[src/rtl/elevator_car_ctrl.sv]
// -----------------------------------------------------------------------------
// elevator_car_ctrl
// Car-motion and door sequencer for a two-floor elevator (floor 0 = lower,
// floor 1 = upper). Latches hall/car push-button requests and schedules
// service between the two floors. Drives timed motor-up, motor-down and
// door-open phases, and exports floor, state and lamp status.
//
// Parameters
//   DOOR_DWELL : cycles the door is held open per service (>= 1)
//   TRAVEL     : cycles the motor runs for one floor-to-floor trip (>= 1)
//   CNT_W      : phase-timer width, must hold max(DOOR_DWELL, TRAVEL)-1
//
// Ports
//   clk       in   system clock, rising edge
//   reset     in   asynchronous active-high reset
//   GUPB/GLPB in   ground-panel upper/lower floor request (level)
//   CUPB/CLPB in   car-panel upper/lower floor request (level)
//   floor     out  current car floor
//   motor_up  out  motor up command      (registered)
//   motor_dn  out  motor down command    (registered)
//   door_open out  door open command     (registered)
//   req_lamp  out  latched requests, bit0 = lower, bit1 = upper
//   state     out  00 IDLE, 01 OPEN, 10 MOVE_UP, 11 MOVE_DN
// -----------------------------------------------------------------------------
module elevator_car_ctrl #(
  parameter int unsigned DOOR_DWELL = 8,
  parameter int unsigned TRAVEL     = 16,
  parameter int unsigned CNT_W      = 8
) (
  input  logic       clk,
  input  logic       reset,
  input  logic       GUPB,
  input  logic       GLPB,
  input  logic       CUPB,
  input  logic       CLPB,
  output logic       floor,
  output logic       motor_up,
  output logic       motor_dn,
  output logic       door_open,
  output logic [1:0] req_lamp,
  output logic [1:0] state
);

  typedef enum logic [1:0] {
    S_IDLE    = 2'b00,
    S_OPEN    = 2'b01,
    S_MOVE_UP = 2'b10,
    S_MOVE_DN = 2'b11
  } state_e;

  localparam logic [CNT_W-1:0] DWELL_LD  = CNT_W'(DOOR_DWELL - 1);
  localparam logic [CNT_W-1:0] TRAVEL_LD = CNT_W'(TRAVEL - 1);
  localparam logic [CNT_W-1:0] CNT_ZERO  = CNT_W'(0);
  localparam logic [CNT_W-1:0] CNT_ONE   = CNT_W'(1);

  state_e           state_q, state_d;
  logic             floor_q, floor_d;
  logic [1:0]       req_q, req_d;
  logic [CNT_W-1:0] timer_q, timer_d;
  logic             motor_up_q, motor_dn_q, door_open_q;

  logic [1:0]       press;
  logic             here;
  logic             there;

  // Button presses folded per floor: bit0 = lower, bit1 = upper.
  assign press = {GUPB | CUPB, GLPB | CLPB};
  assign here  = floor_q;
  assign there = ~floor_q;

  // State, floor, request and timer registers.
  always_ff @(posedge clk or posedge reset) begin
    if (reset) begin
      state_q     <= S_IDLE;
      floor_q     <= 1'b0;
      req_q       <= 2'b00;
      timer_q     <= CNT_ZERO;
      motor_up_q  <= 1'b0;
      motor_dn_q  <= 1'b0;
      door_open_q <= 1'b0;
    end else begin
      state_q     <= state_d;
      floor_q     <= floor_d;
      req_q       <= req_d;
      timer_q     <= timer_d;
      motor_up_q  <= (state_d == S_MOVE_UP);
      motor_dn_q  <= (state_d == S_MOVE_DN);
      door_open_q <= (state_d == S_OPEN);
    end
  end

  // Next-state, request latching and phase timer.
  always_comb begin
    state_d = state_q;
    floor_d = floor_q;
    req_d   = req_q | press;
    timer_d = timer_q;

    unique case (state_q)
      S_IDLE: begin
        // Decisions use the already-latched requests; current floor wins.
        if (req_q[here]) begin
          state_d     = S_OPEN;
          req_d[here] = 1'b0;
          timer_d     = DWELL_LD;
        end else if (req_q[there]) begin
          state_d = floor_q ? S_MOVE_DN : S_MOVE_UP;
          timer_d = TRAVEL_LD;
        end
      end

      S_OPEN: begin
        // A press for the open floor extends the dwell instead of latching.
        req_d[here] = req_q[here];
        if (press[here]) begin
          timer_d = DWELL_LD;
        end else if (timer_q != CNT_ZERO) begin
          timer_d = timer_q - CNT_ONE;
        end else begin
          state_d = S_IDLE;
        end
      end

      S_MOVE_UP, S_MOVE_DN: begin
        if (timer_q != CNT_ZERO) begin
          timer_d = timer_q - CNT_ONE;
        end else begin
          // Arrival: the clear of the reached floor beats a same-cycle press.
          floor_d      = there;
          state_d      = S_OPEN;
          req_d[there] = 1'b0;
          timer_d      = DWELL_LD;
        end
      end

      default: state_d = S_IDLE;
    endcase
  end

  assign floor     = floor_q;
  assign motor_up  = motor_up_q;
  assign motor_dn  = motor_dn_q;
  assign door_open = door_open_q;
  assign req_lamp  = req_q;
  assign state     = state_q;

endmodule

[config.mk]
export PLATFORM = sky130hd
export DESIGN_NAME = elevator_car_ctrl
export DESIGN_NICKNAME = d
export VERILOG_FILES = /design/src/rtl/elevator_car_ctrl.sv
export SDC_FILE = /design/constraint.sdc
export NUM_CORES = 1
export LEC_CHECK = 0
export ABC_AREA = 1
export CORE_MARGIN = 5
export CORE_UTILIZATION = 25
export DETAILED_ROUTE_END_ITERATION = 8
export HOLD_SLACK_MARGIN = 0.02
export SETUP_SLACK_MARGIN = 0.1
export SYNTH_ARGS = -nofsm -noshare
export SYNTH_HDL_FRONTEND = slang
export SYNTH_SLANG_ARGS = --single-unit
export TNS_END_PERCENT = 20
[constraint.sdc]
create_clock -name clk -period 1.8 [get_ports clk]
set_input_delay 0.18 -clock clk [delete_from_list [all_inputs] [get_ports clk]]
set_output_delay 0.18 -clock clk [all_outputs]
set_load 0.01 [all_outputs]
# After elaboration in Yosys (flattened, before gate mapping)
# Index checks and enable logic that the tools add are counted.
dict set report op_classes {
  add_sub_neg 1
  mul 0
  div 0
  magnitude_cmp 4
  n_eq_ne 8
  shifts 0
  muxes 27
  bitwise_logic 9
  n_reduce_logical 7
}
# op n
set op_table {}
lappend op_table {{8-bit two-way mux} 5}
lappend op_table {{8-bit one-hot mux with 3 select lines} 1}
lappend op_table {{2-bit two-way mux} 7}
lappend op_table {{2-bit one-hot mux with 3 select lines} 2}
lappend op_table {{1-bit two-way mux} 9}
lappend op_table {{2-bit == test, second input constant} 4}
lappend op_table {{8-bit nonzero test} 1}
lappend op_table {{8-bit by 1-bit subtractor with 8-bit output, second input constant} 1}
lappend op_table {{3-bit != test, second input constant} 2}
lappend op_table {{2-bit bitwise AND} 2}
lappend op_table {{2-bit by 1-bit == test with 1-bit output, second input constant} 2}
lappend op_table {{1-bit by 2-bit less-than comparator with 1-bit output, second input constant} 2}
lappend op_table {{2-bit NOT} 2}
lappend op_table {{2-bit AND reduction} 2}
lappend op_table {{2-bit bitwise mux} 1}
lappend op_table {{1-bit demux with 1-bit select} 2}
lappend op_table {{1-bit >= comparator, second input constant} 2}
lappend op_table {{1-bit logical AND} 2}
lappend op_table {{2-bit zero test} 1}
lappend op_table {{1-bit NOT} 2}
lappend op_table {{1-bit bitwise OR} 2}
lappend op_table {{2-bit bitwise OR} 1}
lappend op_table {{2-bit OR reduction} 1}
dict set report word_totals {
  ff_bits 16
  latchBits 0
  ramBits 0
  mem_bits_ro 0
  inputBits 6
  output_inout_bits 8
  wordCells 63
  mem_count 0
}

# Depth between registers and ports, before layout
dict set report depth {
  word_depth 9
  mapped_depth 11
  mapped_depth_nobuf 11
}

# Least setup slack after synthesis
# Ideal clock, no wire load.
dict set report synth_timing {
  path_kind {register -> register}
  from {register timer_q[0]}
  to {register timer_q[3]}
  setup_ns 0.116
  arrival_time_ns 1.292
  required_time_ns 1.684
  slack_ns 0.392
  stages_incl_launch_ff 10
  path_buffers 0
  synth_period_minus_slack_ns 1.408
  path_cell_list {dfrtp_1 inv_1 ha_1 nand3_1 nor2_4 nand3_2 nand2_4 inv_4 o21ai_2 inv_1}
}
dict set report synth_between {
  elab_chain_cells 4
  word_cells_on_any_way 8
  cone_classes {add/sub: 1; eq/ne: 1; mux: 4; reduce/logical: 2}
}
# element line
set synth_rtl {}
lappend synth_rtl {{start, declared} 59} ;# logic [CNT_W-1:0] timer_q, timer_d;
lappend synth_rtl {{start signal, assigned} 85} ;# timer_q <= timer_d;
lappend synth_rtl {{8-bit by 1-bit subtractor with 8-bit output} {118, 126}}
lappend synth_rtl {{8-bit two-way mux} 117} ;# end else if (timer_q != CNT_ZERO) begin
lappend synth_rtl {{8-bit two-way mux} 115} ;# if (press[here]) begin
lappend synth_rtl {{8-bit one-hot mux with 3 select lines} 99} ;# unique case (state_q)
# Parallel ways exist; a longest one is shown, timed or not. The select of a mux whose other input is x is not followed.
# A chain may end at the register's enable or synchronous reset.

# Worst setup path after layout
dict set report layout_timing {
  from {register floor_q, in the netlist floor}
  to {output port floor}
}
# element line
set layout_rtl {}
lappend layout_rtl {{start, declared} 57} ;# logic floor_q, floor_d;
lappend layout_rtl {{start signal, assigned} 83} ;# floor_q <= floor_d;
lappend layout_rtl {{end, declared} 36} ;# output logic floor,
# No word-level cell between the ends.

==> metrics.txt <==
M1 GR Usage 0.117; GPL Wtd Cong just under 0.9; RSZ-0062 raised after global routing no; CP max stage delay 610 ps; top-area cell type share of the netlist area 0.402; DR pass1 iterations 5; ANT cells 0; All-Layer GR Usage 0.0842; maximum root-to-sink buffer count 2; final setup vio count 0; Synth Flop Type dfrtp_1; # clock sinks 16; Sw Share 0.231; Initial Utilization 0.253; cts repair resizes 0; vias in the first global route between 800 and 900; gr busiest metal met2; filler instances roughly 410; core area 3940 sq um; most area-hungry cell type in the Yosys netlist dfrtp_1; Worst-Margin Slew about 600 ps; I/O pin total 14; layout cell share with drive strength beyond 1 0.122; Detail Route Antenna Nets 0; row count 23; Pleak roughly 0.62 nW; Post-Route WL 2020 um; syn avg cell area around 7 sq um; Mapped Cells ~140; normalized max-slew margin 0.595; vias per cell around 4.3; Pwr per Cell Area roughly 640 nW/um^2; placed cell area around 1200 sq um; Post-Syn Nets between 100 and 150; Worst Setup End Kind output port; postcts setup bufs 0; crit path cell chain clkdlybuf4s50_1; met3 global-route usage 0.0234; register area share after synthesis 0.402; initial antenna violation count 0; Critical Path Fanout Max 9; fin. max-slew vios 0; buffer and inverter count on the worst path 1; Critical Path Source Type register; first-pass GRT wire length ~3500 um; Worst Skew around 7.5 ps; setup slack after layout 212 ps; Final Instance Area approximately 1200 sq um; wire per inst 9.82 um; Num CTS Buffers 3; met2 Use GR 0.123; worst min-delay path category in -> async; Chip Height between 70 and 80 um; DRC 0; most frequent cells in the layout 44 x nand2_1, 20 x inv_1, 16 x nor2_1, 16 x dfrtp_1, 13 x clkdlybuf4s50_1; Syn-to-layout area delta 24.9%; H-tree depth 1; clk_lat worst skew roughly 250 ps; DRT iter0 DRCs 52; part of the power in the clock network 0.394; Worst Hold Slack around 300 ps; Net Sw Power 0.183 mW; Max Clk Rate ~630 MHz; setup TNS 0 ps; Arrival @ worst endpoint 1410 ps; Post-synth EDFFs 0; max-cap violation count 0; # hold bufs at CTS 0; Nets about 170; Die Wd 73.1 um; top cells by area, synth dfrtp_1 40%, nand2_1 17%, inv_1 7.5%, nor2_1 6.0%, nand4_1 3.8%; synthesized cell area roughly 1000 sq um; CTS tree yes; commonest non-fill, non-tap cell in the layout nand2_1; largest net degree at the start of global routing 17; crit path kind reg -> out; die area around 5300 sq um; Synth cell types 22; Worst VDD drop 0.356 mV; port buffer count 13; cell-internal power just over 0.6 mW; Clk Tree Root Cell clkbuf_8; Crit path max-delay family buffers and inverters; Worst path slowest cell clkdlybuf4s50_1; post-place setup slack 223 ps; Worst EP required approximately 1600 ps; fin crit share 0.882; Final min period between 1500 and 2000 ps; Seq pwr share 0.486; detailed-route via count 877; Async S/R FF share, synth 1.00; fin util 0.315; combinational power share 0.120; Final Hold Viols 0; Yosys warning total 0; status completed; clock slew at reported path FFs about 70 ps; hpwl dp about 1700 um; total grt overflow 0; FF+latch count, synth 16
==> layout make-up <==
type / instances / area [sq um] / area share
Sequential cell: 16 / 400 / 0.322
Inverter: 23 / 88.8 / 0.0714
Clock buffer: 4 / 55.1 / 0.0443
Timing Repair Buffer: 14 / 138 / 0.111
Tap cell: 50 / 62.6 / 0.0503
Multi-Input combinational cell: 99 / 499 / 0.401
==> Yosys cell counts, types with 2 or more instances <==
library cell and instances:
nand2_1 44, inv_1 20, dfrtp_1 16, nor2_1 16, nand3_1 7, o21ai_0 7, nand4_1 6, o21ai_2 3
ha_1 2, inv_2 2, nand2_2 2, nand3_2 2, o21ai_1 2, xor2_1 2
==> state kept, by name (all words and copies together), names as in the netlist <==
register / flops
motor_up: 1
floor: 1
door_open: 1
req_lamp: 2
timer_q: 8
motor_dn: 1
state: 2
==> worst register-to-register path, cell delays in order (launching register included) <==
cell and delay, ps:
dfrtp_1 400, inv_1 110, ha_1 160, nand3_1 120, nor2_4 160, inv_2 80, nand2_2 90, nand2_2 100
nand2_1 70, nand2_1 60, o21ai_2 50, inv_1 40
==> logic make-up after synthesis <==
group                    synth area share
adder cells (fa/ha/maj)            0.0251
AO/OA/AOI/OAI                      0.0980
buffers and inverters              0.0967
flip-flops                          0.402
XOR/XNOR                           0.0176
AND/OR/NAND/NOR                     0.361
==> per-stage QoR <==
step	std cells	power, mW
floorplan	139	0.446
global placement	202	0.488
detailed placement	202	0.488
CTS	206	0.805
global route	206	0.831
finish	206	0.792
==> power groups by stage <==
stage	Clock [mW]	Sequential (mW)	Combinational [mW]
2_1_floorplan	0	0.391	0.0543
3_3_place_gp	0	0.392	0.0962
3_5_place_dp	0	0.392	0.0965
4_1_cts	0.323	0.385	0.0968
5_1_grt	0.336	0.388	0.107
6_report	0.312	0.385	0.0950
==> worst paths after layout <==
kind	startpoint	endpoint	slack, ps	cells after the start
worst max-delay path	floor	floor	210	1
max in group asynchronous	reset	timer_q[3]	1100	2
worst min-delay path	reset	motor_up	300	2
min in group clk	timer_q[7]	timer_q[7]	540	2
worst max register to register	timer_q[0]	timer_q[3]	250	11
worst min register to register	timer_q[7]	timer_q[7]	540	2
==> per-layer routing <==
| layer | up-vias | part of all wire | wire (um) |
|---|---|---|---|
| met5 | - | 0 | 0 |
| met4 | 0 | 0.0079 | 16 |
| met3 | 2 | 0.069 | 139 |
| met2 | 18 | 0.44 | 894 |
| met1 | 383 | 0.48 | 973 |
| li1 | 474 | - | - |
(Power assumes the default switching activity.)
